==> src/rtl/spi_cmd_seq_if.sv <==
// Request and generator-facing signals of the SPI command sequencer.
// slave: the sequencer itself; master: request source plus frame generator.
interface spi_cmd_seq_if;
    logic       req_vld;
    logic [7:0] req_cmd;
    logic [7:0] req_data;
    logic       req_rdy;
    logic       start;
    logic [7:0] cmd;
    logic [7:0] data;
    logic       csb;

    modport slave (
        input  req_vld, req_cmd, req_data, csb,
        output req_rdy, start, cmd, data
    );

    modport master (
        output req_vld, req_cmd, req_data, csb,
        input  req_rdy, start, cmd, data
    );
endinterface

==> src/rtl/spi_cmd_seq.sv <==
// Queues {cmd, data} requests and launches them one at a time into the SPI frame
// generator, tracking each frame through chip-select with timeout and inter-frame gap.
module spi_cmd_seq #(
    parameter int FIFO_DEPTH  = 4,
    parameter int GAP_CYC     = 512,
    parameter int TIMEOUT_CYC = 64,
    parameter int CNT_W       = 16
) (
    input  logic                            i_clk,
    input  logic                            i_rst_n,
    input  logic                            i_en,
    spi_cmd_seq_if.slave                    bus,
    output logic                            o_busy,
    output logic                            o_done,
    output logic                            o_timeout,
    output logic [$clog2(FIFO_DEPTH+1)-1:0] o_fifo_cnt,
    output logic [CNT_W-1:0]                o_frm_cnt
);

    localparam int PTR_W  = $clog2(FIFO_DEPTH);
    localparam int FCNT_W = $clog2(FIFO_DEPTH + 1);
    localparam int TMO_W  = $clog2(TIMEOUT_CYC + 1);
    localparam int GAP_W  = $clog2(GAP_CYC + 1);

    localparam logic [FCNT_W-1:0] FIFO_FULL = FCNT_W'(FIFO_DEPTH);
    localparam logic [TMO_W-1:0]  TMO_LAST  = TMO_W'(TIMEOUT_CYC - 1);
    localparam logic [GAP_W-1:0]  GAP_LAST  = GAP_W'(GAP_CYC - 1);

    localparam logic [2:0] S_IDLE      = 3'd0;
    localparam logic [2:0] S_START     = 3'd1;
    localparam logic [2:0] S_WAIT_LOW  = 3'd2;
    localparam logic [2:0] S_WAIT_HIGH = 3'd3;
    localparam logic [2:0] S_GAP       = 3'd4;

    logic [2:0]        state_q, state_d;
    logic [15:0]       fifo_mem [FIFO_DEPTH];
    logic [PTR_W-1:0]  wr_ptr_q, wr_ptr_d;
    logic [PTR_W-1:0]  rd_ptr_q, rd_ptr_d;
    logic [FCNT_W-1:0] cnt_q, cnt_d;
    logic [7:0]        cmd_q, cmd_d;
    logic [7:0]        data_q, data_d;
    logic              start_q, start_d;
    logic              done_q, done_d;
    logic              timeout_q, timeout_d;
    logic [CNT_W-1:0]  frm_cnt_q, frm_cnt_d;
    logic [TMO_W-1:0]  tmo_cnt_q, tmo_cnt_d;
    logic [GAP_W-1:0]  gap_cnt_q, gap_cnt_d;
    logic              csb_prev_q, csb_prev_d;

    logic req_rdy;
    logic push;
    logic pop;
    logic csb_rise;

    // A full FIFO refuses pushes even when a pop happens in the same cycle.
    assign req_rdy  = (cnt_q != FIFO_FULL);
    assign push     = bus.req_vld & req_rdy;
    assign pop      = (state_q == S_IDLE) & i_en & (cnt_q != '0);
    assign csb_rise = bus.csb & ~csb_prev_q;

    always_comb begin
        wr_ptr_d   = wr_ptr_q + PTR_W'(push);
        rd_ptr_d   = rd_ptr_q + PTR_W'(pop);
        csb_prev_d = bus.csb;
        case ({push, pop})
            2'b10:   cnt_d = cnt_q + FCNT_W'(1);
            2'b01:   cnt_d = cnt_q - FCNT_W'(1);
            default: cnt_d = cnt_q;
        endcase
    end

    always_comb begin
        // NOTE: every _d takes its hold value first, so no branch can leave a latch behind.
        state_d   = state_q;
        cmd_d     = cmd_q;
        data_d    = data_q;
        frm_cnt_d = frm_cnt_q;
        tmo_cnt_d = tmo_cnt_q;
        gap_cnt_d = gap_cnt_q;
        start_d   = 1'b0;
        done_d    = 1'b0;
        timeout_d = 1'b0;

        case (state_q)
            S_IDLE: begin
                if (pop) begin
                    state_d = S_START;
                    cmd_d   = fifo_mem[rd_ptr_q][15:8];
                    data_d  = fifo_mem[rd_ptr_q][7:0];
                    start_d = 1'b1;
                end
            end
            S_START: begin
                state_d   = S_WAIT_LOW;
                tmo_cnt_d = '0;
            end
            S_WAIT_LOW: begin
                tmo_cnt_d = tmo_cnt_q + TMO_W'(1);
                if (!bus.csb) begin
                    state_d = S_WAIT_HIGH;
                end else if (tmo_cnt_q == TMO_LAST) begin
                    state_d   = S_GAP;
                    timeout_d = 1'b1;
                    gap_cnt_d = '0;
                end
            end
            S_WAIT_HIGH: begin
                tmo_cnt_d = tmo_cnt_q + TMO_W'(1);
                // Completion is checked first so a rise on the expiry cycle still counts as done.
                if (csb_rise) begin
                    state_d   = S_GAP;
                    done_d    = 1'b1;
                    frm_cnt_d = frm_cnt_q + CNT_W'(1);
                    gap_cnt_d = '0;
                end else if (tmo_cnt_q >= TMO_LAST) begin
                    state_d   = S_GAP;
                    timeout_d = 1'b1;
                    gap_cnt_d = '0;
                end
            end
            S_GAP: begin
                if (gap_cnt_q == GAP_LAST) begin
                    state_d = S_IDLE;
                end else begin
                    gap_cnt_d = gap_cnt_q + GAP_W'(1);
                end
            end
            default: state_d = S_IDLE;
        endcase
    end

    // NOTE: state uses <= so every flop updates together from the pre-edge _d values.
    always_ff @(posedge i_clk or negedge i_rst_n) begin
        if (!i_rst_n) begin
            state_q    <= S_IDLE;
            wr_ptr_q   <= '0;
            rd_ptr_q   <= '0;
            cnt_q      <= '0;
            cmd_q      <= '0;
            data_q     <= '0;
            start_q    <= 1'b0;
            done_q     <= 1'b0;
            timeout_q  <= 1'b0;
            frm_cnt_q  <= '0;
            tmo_cnt_q  <= '0;
            gap_cnt_q  <= '0;
            csb_prev_q <= 1'b1;
        end else begin
            state_q    <= state_d;
            wr_ptr_q   <= wr_ptr_d;
            rd_ptr_q   <= rd_ptr_d;
            cnt_q      <= cnt_d;
            cmd_q      <= cmd_d;
            data_q     <= data_d;
            start_q    <= start_d;
            done_q     <= done_d;
            timeout_q  <= timeout_d;
            frm_cnt_q  <= frm_cnt_d;
            tmo_cnt_q  <= tmo_cnt_d;
            gap_cnt_q  <= gap_cnt_d;
            csb_prev_q <= csb_prev_d;
        end
    end

    // NOTE: storage is not reset; pointers and occupancy alone decide which entries are valid.
    always_ff @(posedge i_clk) begin
        if (push) begin
            fifo_mem[wr_ptr_q] <= {bus.req_cmd, bus.req_data};
        end
    end

    assign bus.req_rdy = req_rdy;
    assign bus.start   = start_q;
    assign bus.cmd     = cmd_q;
    assign bus.data    = data_q;
    assign o_busy      = (state_q != S_IDLE);
    assign o_done      = done_q;
    assign o_timeout   = timeout_q;
    assign o_fifo_cnt  = cnt_q;
    assign o_frm_cnt   = frm_cnt_q;

endmodule

==> src/flat_wrapper.sv <==
// flat-port wrapper written by rule: the top's interface ports become plain ports
module spi_cmd_seq_flat 
#(
    parameter int FIFO_DEPTH  = 4,
    parameter int GAP_CYC     = 512,
    parameter int TIMEOUT_CYC = 64,
    parameter int CNT_W       = 16
)
  (i_clk, i_rst_n, i_en, o_busy, o_done, o_timeout, o_fifo_cnt, o_frm_cnt, bus_req_vld, bus_req_cmd, bus_req_data, bus_csb, bus_req_rdy, bus_start, bus_cmd, bus_data);
  spi_cmd_seq_if bus_i ();
  input  logic i_clk;
  input  logic i_rst_n;
  input  logic i_en;
  output logic o_busy;
  output logic o_done;
  output logic o_timeout;
  output logic [$clog2(FIFO_DEPTH+1)-1:0] o_fifo_cnt;
  output logic [CNT_W-1:0] o_frm_cnt;
  input wire logic [$bits(bus_i.req_vld)-1:0] bus_req_vld;
  input wire logic [$bits(bus_i.req_cmd)-1:0] bus_req_cmd;
  input wire logic [$bits(bus_i.req_data)-1:0] bus_req_data;
  input wire logic [$bits(bus_i.csb)-1:0] bus_csb;
  output wire logic [$bits(bus_i.req_rdy)-1:0] bus_req_rdy;
  output wire logic [$bits(bus_i.start)-1:0] bus_start;
  output wire logic [$bits(bus_i.cmd)-1:0] bus_cmd;
  output wire logic [$bits(bus_i.data)-1:0] bus_data;
  assign bus_i.req_vld = bus_req_vld;
  assign bus_i.req_cmd = bus_req_cmd;
  assign bus_i.req_data = bus_req_data;
  assign bus_i.csb = bus_csb;
  assign bus_req_rdy = bus_i.req_rdy;
  assign bus_start = bus_i.start;
  assign bus_cmd = bus_i.cmd;
  assign bus_data = bus_i.data;
  spi_cmd_seq #(.FIFO_DEPTH(FIFO_DEPTH), .GAP_CYC(GAP_CYC), .TIMEOUT_CYC(TIMEOUT_CYC), .CNT_W(CNT_W)) u_core (.i_clk(i_clk), .i_rst_n(i_rst_n), .i_en(i_en), .bus(bus_i), .o_busy(o_busy), .o_done(o_done), .o_timeout(o_timeout), .o_fifo_cnt(o_fifo_cnt), .o_frm_cnt(o_frm_cnt));
endmodule
==> config.mk <==
export PLATFORM = sky130hd
export DESIGN_NAME = spi_cmd_seq_flat
export DESIGN_NICKNAME = d
export VERILOG_FILES = /design/src/rtl/spi_cmd_seq_if.sv /design/src/rtl/spi_cmd_seq.sv /design/src/flat_wrapper.sv
export SDC_FILE = /design/constraint.sdc
export NUM_CORES = 1
export LEC_CHECK = 0
export ABC_AREA = 1
export CORE_UTILIZATION = 56
export CTS_CLUSTER_SIZE = 30
export DETAILED_ROUTE_END_ITERATION = 8
export PLACE_DENSITY = 0.81
export SYNTH_ARGS = -nofsm -noshare
export SYNTH_HDL_FRONTEND = slang
export SYNTH_SLANG_ARGS = --single-unit
==> constraint.sdc <==
create_clock -name i_clk -period 3.2 [get_ports i_clk]
set_input_delay 0.48 -clock i_clk [delete_from_list [all_inputs] [get_ports i_clk]]
set_output_delay 0.48 -clock i_clk [all_outputs]
set_load 0.005 [all_outputs]
=== Word level (Yosys, flattened, before mapping) ===
Memory sizes are Yosys's and may differ from the RTL's. A register that Yosys moved wholly into a read port is not among the register bits.
Index checks and enable logic that the tools add are counted.

* Bits in registers: 47
* Bits in latches: 0
* RAM bits: 64
* ROM bits: 0
* Logic and storage cells: 79
* Memories: 1

* $add $sub $neg: 7
* Multipliers: 0
* Divide/modulo/power cells: 0
* $lt $le $gt $ge: 1
* Equality and inequality tests: 16
* Shifts and indexed selects: 0
* Multiplexer cells: 26
* Bitwise operators: 5
* Reductions and logical operators: 12

{| class="wikitable"
|+ Memory list
! name !! words !! width !! rd ports !! clocked after memory_dff !! wr ports !! line !! text
|-
| u_core.fifo_mem || 4 || 16 || 1 || 1 || 1 || spi_cmd_seq.sv:36 || <nowiki>logic [15:0] fifo_mem [FIFO_DEPTH];</nowiki>
|}

{| class="wikitable"
|+ Operators by type and width
! kind !! number
|-
| $mux W10 || 5
|-
| $pmux W10 S3 || 1
|-
| $mux W3 || 6
|-
| $add A16 B1 Y16 const B || 1
|-
| $pmux W3 S5 || 1
|-
| $pmux W7 S2 || 1
|-
| $add A10 B1 Y10 const B || 1
|-
| $eq A10 B9 Y1 const B || 1
|-
| $mux W1 || 10
|-
| $reduce_bool A3 Y1 || 3
|-
| $add A7 B1 Y7 const B || 1
|-
| $eq A7 B6 Y1 const B || 1
|-
| $ge A7 B6 Y1 const B || 1
|-
| $eq A3 B2 Y1 const B || 2
|-
| $ne A2 B1 Y1 const B || 3
|-
| $pmux W3 S2 || 1
|-
| $reduce_and A5 Y1 || 1
|-
| $add A2 B1 Y2 || 2
|-
| $and A1 B1 Y1 || 4
|-
| $ne A2 B2 Y1 const B || 2
|-
| $reduce_and A2 Y1 || 2
|-
| $reduce_and A4 Y1 || 1
|-
| $reduce_bool A2 Y1 || 2
|-
| $add A3 B1 Y3 const B || 1
|-
| other kinds (13) || 13
|}

=== Logic depth before layout (Yosys ltp) ===
Gate-level depths: netlist (run 1).

* Depth after elaboration: 5
* Depth in mapped cells: 12
* Gate-level depth less buffers: 11

=== Worst setup path before layout (run 1) ===
No wires, ideal clock.

* Path kind: flip-flop to flip-flop
* From: reg u_core.cnt_q[0] (netlist: u_core.o_fifo_cnt[0])
* To: mem u_core.fifo_mem[0][0] (enable)
* Library setup time: 409 ps
* Data arrival time: 1857 ps
* Data required time: 2791 ps
* Setup slack: 934 ps
* Stages on the path, launching flop included: 5
* Path through: dfrtp_1 > inv_1 > nand3_1 > nand2_1 > nor3_1

* Word-level cells in the longest chain between the ends: 4

{| class="wikitable"
|+ Ends and longest elaborated chain
! item !! line !! text
|-
| start, declared || spi_cmd_seq.sv:39 || <nowiki>logic [FCNT_W-1:0] cnt_q, cnt_d;</nowiki>
|-
| start signal, assigned || spi_cmd_seq.sv:152 || <nowiki>cnt_q <= cnt_d;</nowiki>
|-
| $ne A3 B3 Y1 || spi_cmd_seq.sv:56 || <nowiki>assign req_rdy = (cnt_q != FIFO_FULL);</nowiki>
|-
| named net bus_req_rdy || flat_wrapper.sv:23 || <nowiki>output wire logic [$bits(bus_i.req_rdy)-1:0] bus_req_rdy;</nowiki>
|-
| $and A1 B1 Y1 || spi_cmd_seq.sv:57 || <nowiki>assign push = bus.req_vld & req_rdy;</nowiki>
|-
| $mux W1 || spi_cmd_seq.sv:167 || <nowiki>if (push) begin</nowiki>
|-
| $mux W1 (implied by the code) || spi_cmd_seq.sv:168 || <nowiki>fifo_mem[wr_ptr_q] <= {bus.req_cmd, bus.req_data};</nowiki>
|-
| end, declared || spi_cmd_seq.sv:36 ||
|}

The timed path passes the listed nets, and every way through them passes these cells.

=== Worst setup path after layout (run 1) ===
* From: reg u_core.state_q[0]
* To: out o_busy

* Word-level cells in the longest chain between the ends: 1

{| class="wikitable"
|+ Ends and longest elaborated chain
! item !! line !! text
|-
| start, declared || spi_cmd_seq.sv:35 || <nowiki>logic [2:0] state_q, state_d;</nowiki>
|-
| start signal, assigned || spi_cmd_seq.sv:149 || <nowiki>state_q <= state_d;</nowiki>
|-
| $reduce_bool A3 Y1 || spi_cmd_seq.sv:176 || <nowiki>assign o_busy = (state_q != S_IDLE);</nowiki>
|-
| end, declared || flat_wrapper.sv:14 || <nowiki>output logic o_busy;</nowiki>
|}

No other way between the ends.

==> impl_results.md, run 1 <==
* Synthesized cell area at 5550 um^2
* Vias in the first global route at 4042
* Dpl cell area at 6310 um^2
* Final instance area at 6910 um^2
* Num CTS Buffers at 17
* Setup violators final at 0
* Crit-path cells: nor2_2 -> inv_2 -> nor2_4 -> inv_1 -> clkdlybuf4s50_1
* Area leader, netlist: edfxtp_1
* Post-CTS setup buffers at 0
* Share of cells above drive strength 1 at 0.114
* Worst-path fanout max at 5
* CORE AREA at 9420 um^2
* Hold-fix buffers, CTS at 0
* Fill count at 627
* Worst-Margin Slew at 1060 ps
* Number of distinct library cells after synthesis at 37
* Detailed Route Iter0 Violations at 188
* Clock transition at path regs at 60 ps
* Max Root-Sink Buffers at 2
* Status: complete, no violations
* DP Wirelength at 7140 um
* CP delay by family, top: buffers and inverters
* Crit path required time at 2720 ps
* Gr usage total at 0.251
* Startpoint Class: flop
* Place WS at 854 ps
* Critical R2R Launch: u_core.state_q[0]
* PostCTS Resize Cnt at 0
* Leak at 2.82 nW
* Via count at 4120
* Final wirelength at 11600 um
* PortBufs at 60
* Chip width at 102 um
* Commonest non-fill, non-tap cells in the layout: 118 x nor2_1, 88 x nand2_1, 64 x edfxtp_1, 62 x dfrtp_1, 59 x clkdlybuf4s50_1
* Mean Syn Cell Area at 10.2 um^2
* Beginning of the critical path: u_core.state_q[0]
* Crit path DAT at 1870 ps
* Routed len/inst at 15.3 um
* 1st-pass router iterations at 5
* Initial Utilization at 0.589
* Global-route wire length before repair at 19100 um
* Critical path type: reg -> out
* Final worst clock skew at 7.93 ps
* Mapped Cells at 544
* Slowest CP cell: dfrtp_1
* Final Cycle Share at 0.734
* # diodes at 0
* Vias per cell at 5.42
* Final WS setup at 853 ps
* Cell area power density at 915 nW/um^2
* Synth top area share at 0.347
* Root Buffer: clkbuf_8
* CP max stage delay at 440 ps
* CTS tree: yes
* Die height at 102 um
* RSZ-0062 raised after global routing: false
* Maximum clock frequency at 0.426 GHz
* RD Place Congestion at 0.839
* Final ANT Viol Nets at 0
* Synthesis-to-finish area growth at 24.5%
* CP Capture Type: primary output
* Slew Limit Fails at 0
* Seq/Total Area, Yosys at 0.631
* DR DRC count at 0
* Clk sink count at 127
* Leading cell type in the layout, fill and taps excluded: nor2_1
* I/O Pins at 61
* Final Critical Period at 2350 ps
* Initial antenna violation count at 0
* Overflow after GRT at 0
* H-tree Lvls at 4
* TNS Setup at 0 ps
* Die area at 10300 um^2
* Yosys warnings at 0
* Synth area leaders: edfxtp_1 35%, dfrtp_1 28%, nor2_1 8.0%
* VDD IR max at 0.000686 V
* Largest net degree at the start of global routing at 48
* FF+latch count, synth at 127
* Max cap viols at 0
* Endpoints failing hold at 0
* Syn_nets at 572
* Buf/Inv on CP at 3
* Slew headroom at 0.294
* Final #Nets at 646
* Worst skew pair latency at 520 ps
* FP Rows at 35
* Hold Crit Class: in -> async
## worst paths after layout
path	to	slack [ps]	cells past startpoint
max in group asynchronous	u_core.bus.data[6]	2240	2
worst max register to register	u_core.o_fifo_cnt[2]	1030	11
worst min register to register	u_core.gap_cnt_q[9]	490	2
worst max-delay path	o_busy	850	5
min in group i_clk	u_core.csb_prev_q	400	1
worst min-delay path	u_core.tmo_cnt_q[2]	160	1
## kinds of logic after synthesis
logic type,Yosys count,synth area share
flops,127,0.631
fa+ha+maj,7,0.0171
mux,1,0.00181
compound gates,78,0.0763
simple gates,261,0.209
buf+inv,56,0.0424
xor+xnor,14,0.0221
## registers in the layout, indices dropped and copies added, names as in the netlist
register           flops
u_core.bus.cmd         8
u_core.bus.data        8
u_core.bus.start       1
u_core.csb_prev_q      1
u_core.fifo_mem       64
u_core.gap_cnt_q      10
u_core.o_done          1
u_core.o_fifo_cnt      3
u_core.o_frm_cnt      16
u_core.o_timeout       1
u_core.rd_ptr_q        2
u_core.state_q         3
u_core.tmo_cnt_q       7
u_core.wr_ptr_q        2
## through the flow
| stage | power, W | util | cells | hold WS (ps) |
|---|---|---|---|---|
| 2_1_floorplan | 0.00360 | - | 544 | 184 |
| 3_3_place_gp | 0.00430 | 0.670 | 728 | 464 |
| 3_5_place_dp | 0.00440 | 0.670 | 728 | 475 |
| 4_1_cts | 0.00637 | 0.734 | 760 | 183 |
| 5_1_grt | 0.00672 | 0.734 | 760 | 230 |
| 6_report | 0.00632 | 0.734 | 760 | 161 |
## worst reg2reg max path, delay by kind of cell, from the launching register on
| family | cells | cell delay (ps) |
|---|---|---|
| adders and majority gates | 2 | 530 |
| and+or+nand+nor | 3 | 440 |
| buffers and inverters | 3 | 210 |
| xor gates and xnor gates | 1 | 150 |
| DFF | 1 | 440 |
| AOI/OAI and AO/OA | 2 | 260 |
## report_power, final
| group | switching, W | internal [W] |
|---|---|---|
| clock | 0.000704 | 0.00121 |
| sequential | 0.000271 | 0.00217 |
| combinational | 0.00114 | 0.000823 |
| total | 0.00211 | 0.00421 |
## routing by layer
metal,up-vias,wire (um),track usage
met3,21,552,0.0814
met4,0,160,0.0992
li1,1979,-,-
met5,-,0,0
met1,1997,4880,0.299
met2,123,6010,0.422
## cells in the mapped netlist
master and instances:
o31a_1 1, nand3b_1 2, dfstp_2 1, buf_1 1, mux2i_1 1, a22o_1 2
a21oi_1 7, clkbuf_1 5, o21ai_0 49, nand2_4 1, inv_1 35, nand3_4 1
o21ai_1 2, xnor2_1 7, clkinv_1 1, nor2_1 118, edfxtp_1 64, or2_2 1
nor3_1 8, nand3_2 5, o22ai_1 1, buf_4 1, xor2_1 7, nand2_2 3
a31oi_1 16, nand4_2 2, buf_2 5, fa_1 1, nand4_1 6, nor2_4 5
inv_2 6, nand2_1 88, buf_6 2, ha_1 6, nand3_1 18, nor2_2 3
dfrtp_1 62
## area by class of cell
| cell class | count | area, um^2 | share of cell area |
|---|---|---|---|
| Inverter | 42 | 158 | 0.0228 |
| Timing Repair Buffer | 69 | 663 | 0.0960 |
| Tap cell | 129 | 161 | 0.0234 |
| Multi-Input combinational cell | 361 | 1830 | 0.265 |
| Clock inverter | 12 | 159 | 0.0230 |
| Clock buffer | 20 | 435 | 0.0630 |
| Sequential cell | 127 | 3500 | 0.507 |
Power figures use the tool's default switching activity.
==> run 2, diff against run 1 <==
--- a/config.mk
+++ b/config.mk
@@ -6,10 +6,10 @@
 export NUM_CORES = 1
 export LEC_CHECK = 0
 export ABC_AREA = 1
-export CORE_UTILIZATION = 56
+export CORE_UTILIZATION = 51
 export CTS_CLUSTER_SIZE = 30
 export DETAILED_ROUTE_END_ITERATION = 8
-export PLACE_DENSITY = 0.81
+export PLACE_DENSITY = 0.78
 export SYNTH_ARGS = -nofsm -noshare
 export SYNTH_HDL_FRONTEND = slang
 export SYNTH_SLANG_ARGS = --single-unit
==> constraint.sdc (replaced) <==
create_clock -name i_clk -period 2.1 [get_ports i_clk]
set_input_delay 0.315 -clock i_clk [delete_from_list [all_inputs] [get_ports i_clk]]
set_output_delay 0.315 -clock i_clk [all_outputs]
set_load 0.005 [all_outputs]
==> run 2 against run 1 <==
Compared with the run above:
- first-iteration DRC count rose by 22%
- power rose by 53%
- die area rose by 9.6%
- design area rose by 1.6%
- via count rose by 0.41%
- critical path type is now reg -> reg
- largest power group unchanged
==> impl_results.md, run 2 (synthesis results as in run 1) <==
* Setup violators final at 0 (unchanged)
* Crit path required time at 2500 ps (was 2720 ps)
* Clock transition at path regs at 60 ps (about the same)
* Worst-path fanout max at 3 (was 5)
* Min Hold Slack at 230 ps (was 161 ps)
* Die height at 106 um (was 102 um)
* Global-route wire length before repair at 19800 um (was 19100 um)
* Final wirelength at 11700 um (was 11600 um)
* I/O Pins at 61 (unchanged)
* Reg area at 3500 um^2 (about the same)
* FP Rows at 37 (was 35)
* Chip width at 106 um (was 102 um)
* RSZ-0062 raised after global routing: false (unchanged)
* Fill count at 770 (was 627)
* Worst-Margin Slew at 599 ps (was 1060 ps)
* VDD IR max at 0.000761 V (was 0.000686 V)
* Via count at 4137 (was 4120)
* CORE AREA at 10400 um^2 (was 9420 um^2)
* Die area at 11300 um^2 (was 10300 um^2)
* Sw frac at 0.347 (was 0.334)
* Detailed Route Iter0 Violations at 230 (was 188)
* Sequential fraction of design power at 0.383 (was 0.387)
* Comb pwr share at 0.331 (was 0.310)
* Switching pwr at 0.00335 W (was 0.00211 W)
* Crit path DAT at 2380 ps (was 1870 ps)
* Gr usage total at 0.232 (was 0.251)
* Status: complete, no violations (unchanged)
* DR DRC count at 0 (unchanged)
* DP Wirelength at 7290 um (was 7140 um)
* RD Place Congestion at 0.836 (was 0.839)
* Worst skew pair latency at 530 ps (was 520 ps)
* Initial Utilization at 0.532 (was 0.589)
* Max Root-Sink Buffers at 2 (unchanged)
* Slew headroom at 0.600 (was 0.294)
* Startpoint Class: flop (unchanged)
* Power Total at 0.00966 W (was 0.00632 W)
* Multi-input gate area at 1840 um^2 (was 1830 um^2)
* PortBufs at 60 (unchanged)
* Largest register FFs at 64 (unchanged)
* Cell area power density at 1380 nW/um^2 (was 915 nW/um^2)
* Final #Nets at 655 (was 646)
* Final Critical Period at 1980 ps
* Overflow after GRT at 0 (unchanged)
* Clk sink count at 127 (unchanged)
* Initial antenna violation count at 0 (unchanged)
* Vias per cell at 5.33 (was 5.42)
* Top reg by flops: u_core.fifo_mem (unchanged)
* Final Cycle Share at 0.944
* Slew Limit Fails at 0 (unchanged)
* Final worst clock skew at 7.59 ps (was 7.93 ps)
* CP Capture Type: flop (was primary output)
* H-tree Lvls at 4 (unchanged)
* Share of cells above drive strength 1 at 0.128 (was 0.114)
* Synthesis-to-finish area growth at 26.6% (was 24.5%)
* Critical path type: reg -> reg (was reg -> out)
* Hold Crit Class: in -> reg (was in -> async)
* Vias in the first global route at 4284 (was 4042)
* Pint at 0.00631 W (was 0.00421 W)
* Routed len/inst at 15.1 um (was 15.3 um)
* Max cap viols at 0 (unchanged)
* Final ANT Viol Nets at 0 (unchanged)
* Leading cell type in the layout, fill and taps excluded: nor2_1 (unchanged)
* Root Buffer: clkbuf_8 (unchanged)
* Commonest non-fill, non-tap cells in the layout: 118 x nor2_1, 88 x nand2_1, 64 x edfxtp_1, 61 x dfrtp_1, 58 x clkdlybuf4s50_1 (was 118 x nor2_1, 88 x nand2_1, 64 x edfxtp_1, 62 x dfrtp_1, 59 x clkdlybuf4s50_1)
* Largest net degree at the start of global routing at 64 (was 48)
* Num CTS Buffers at 17 (unchanged)
* Maximum clock frequency at 0.504 GHz
* Clock Power Share at 0.286 (was 0.303)
* Endpoints failing hold at 0 (unchanged)
* CTS tree: yes (unchanged)
* 1st-pass router iterations at 7 (was 5)
* # diodes at 0 (unchanged)
* Leak at 2.86 nW (was 2.82 nW)
[run 2: cell types whose count changed in the layout (fill, tap and decap cells not counted), sizes merged, moves of 2 or more]
cell / delta
inv: +6
clkinv: -2
bufinv: -2
clkbuf: -3
buf: +8
[run 2: timing repair]
action | in CTS | in global routing
gates resized for setup | 2 | 0
hold buffers | 1 | 0
setup endpoints to repair | 1 | 0
setup buffers | 1 | 0
endpoints found under the hold margin | 62 | 0
[run 2: worst max-delay path: stages, from the launching register on]
cell     delay, ps
dfrtp_1        400
nor2_4         130
inv_2           60
nor2_4          90
nand3_2         80
inv_2           70
ha_1           140
inv_1           70
fa_1           390
a21oi_1        170
o21ai_1        110
xor2_1         160
[run 2: area by class of cell]
cell class,count,share of cell area
Timing Repair Buffer,78,0.113
Inverter,42,0.0225
Multi-Input combinational cell,361,0.261
Clock buffer,17,0.0590
Sequential cell,127,0.499
Clock inverter,15,0.0209
Tap cell,136,0.0242
[run 2: metal layers]
layer | up-vias | share of wire | GRT usage
li1 | 1992 | - | -
met1 | 1991 | 0.40 | 0.259
met2 | 126 | 0.53 | 0.412
met3 | 28 | 0.052 | 0.0681
met4 | 0 | 0.020 | 0.0933
met5 | - | 0 | 0
[run 2: worst paths after layout]
| kind | start | end | slack [ps] | cells after the start |
|---|---|---|---|---|
| worst min-delay path | bus_csb | u_core.csb_prev_q | 230 | 1 |
| worst max register to register | u_core.state_q[0] | u_core.o_fifo_cnt[2] | 120 | 11 |
| worst min register to register | u_core.gap_cnt_q[9] | u_core.gap_cnt_q[9] | 500 | 2 |
| worst max-delay path | u_core.state_q[0] | u_core.o_fifo_cnt[2] | 120 | 11 |
| min in group asynchronous | i_rst_n | u_core.state_q[1] | 350 | 3 |
| max in group asynchronous | i_rst_n | u_core.csb_prev_q | 1440 | 3 |
[run 2: metrics by stage]
stage	worst slack [ps]	utilization	std cells	TNS [ps]	area [um^2]
final	117	0.674	776	0	7020
after global routing	8.49	0.674	776	0	7020
after CTS	120	0.674	776	0	7020
after detailed placement	-8.91	0.618	742	-8.91	6440
after global placement	96.5	0.618	742	0	6440
after floorplan	-166	-	544	-10640	5560
[run 2: power groups by stage]
stage / Sequential [W] / Clock (W) / Combinational, W
after floorplan: 0.00370 / 0 / 0.00181
after global placement: 0.00370 / 0 / 0.00304
after detailed placement: 0.00373 / 0 / 0.00316
after CTS: 0.00370 / 0.00282 / 0.00322
after global routing: 0.00377 / 0.00292 / 0.00357
final: 0.00370 / 0.00277 / 0.00319
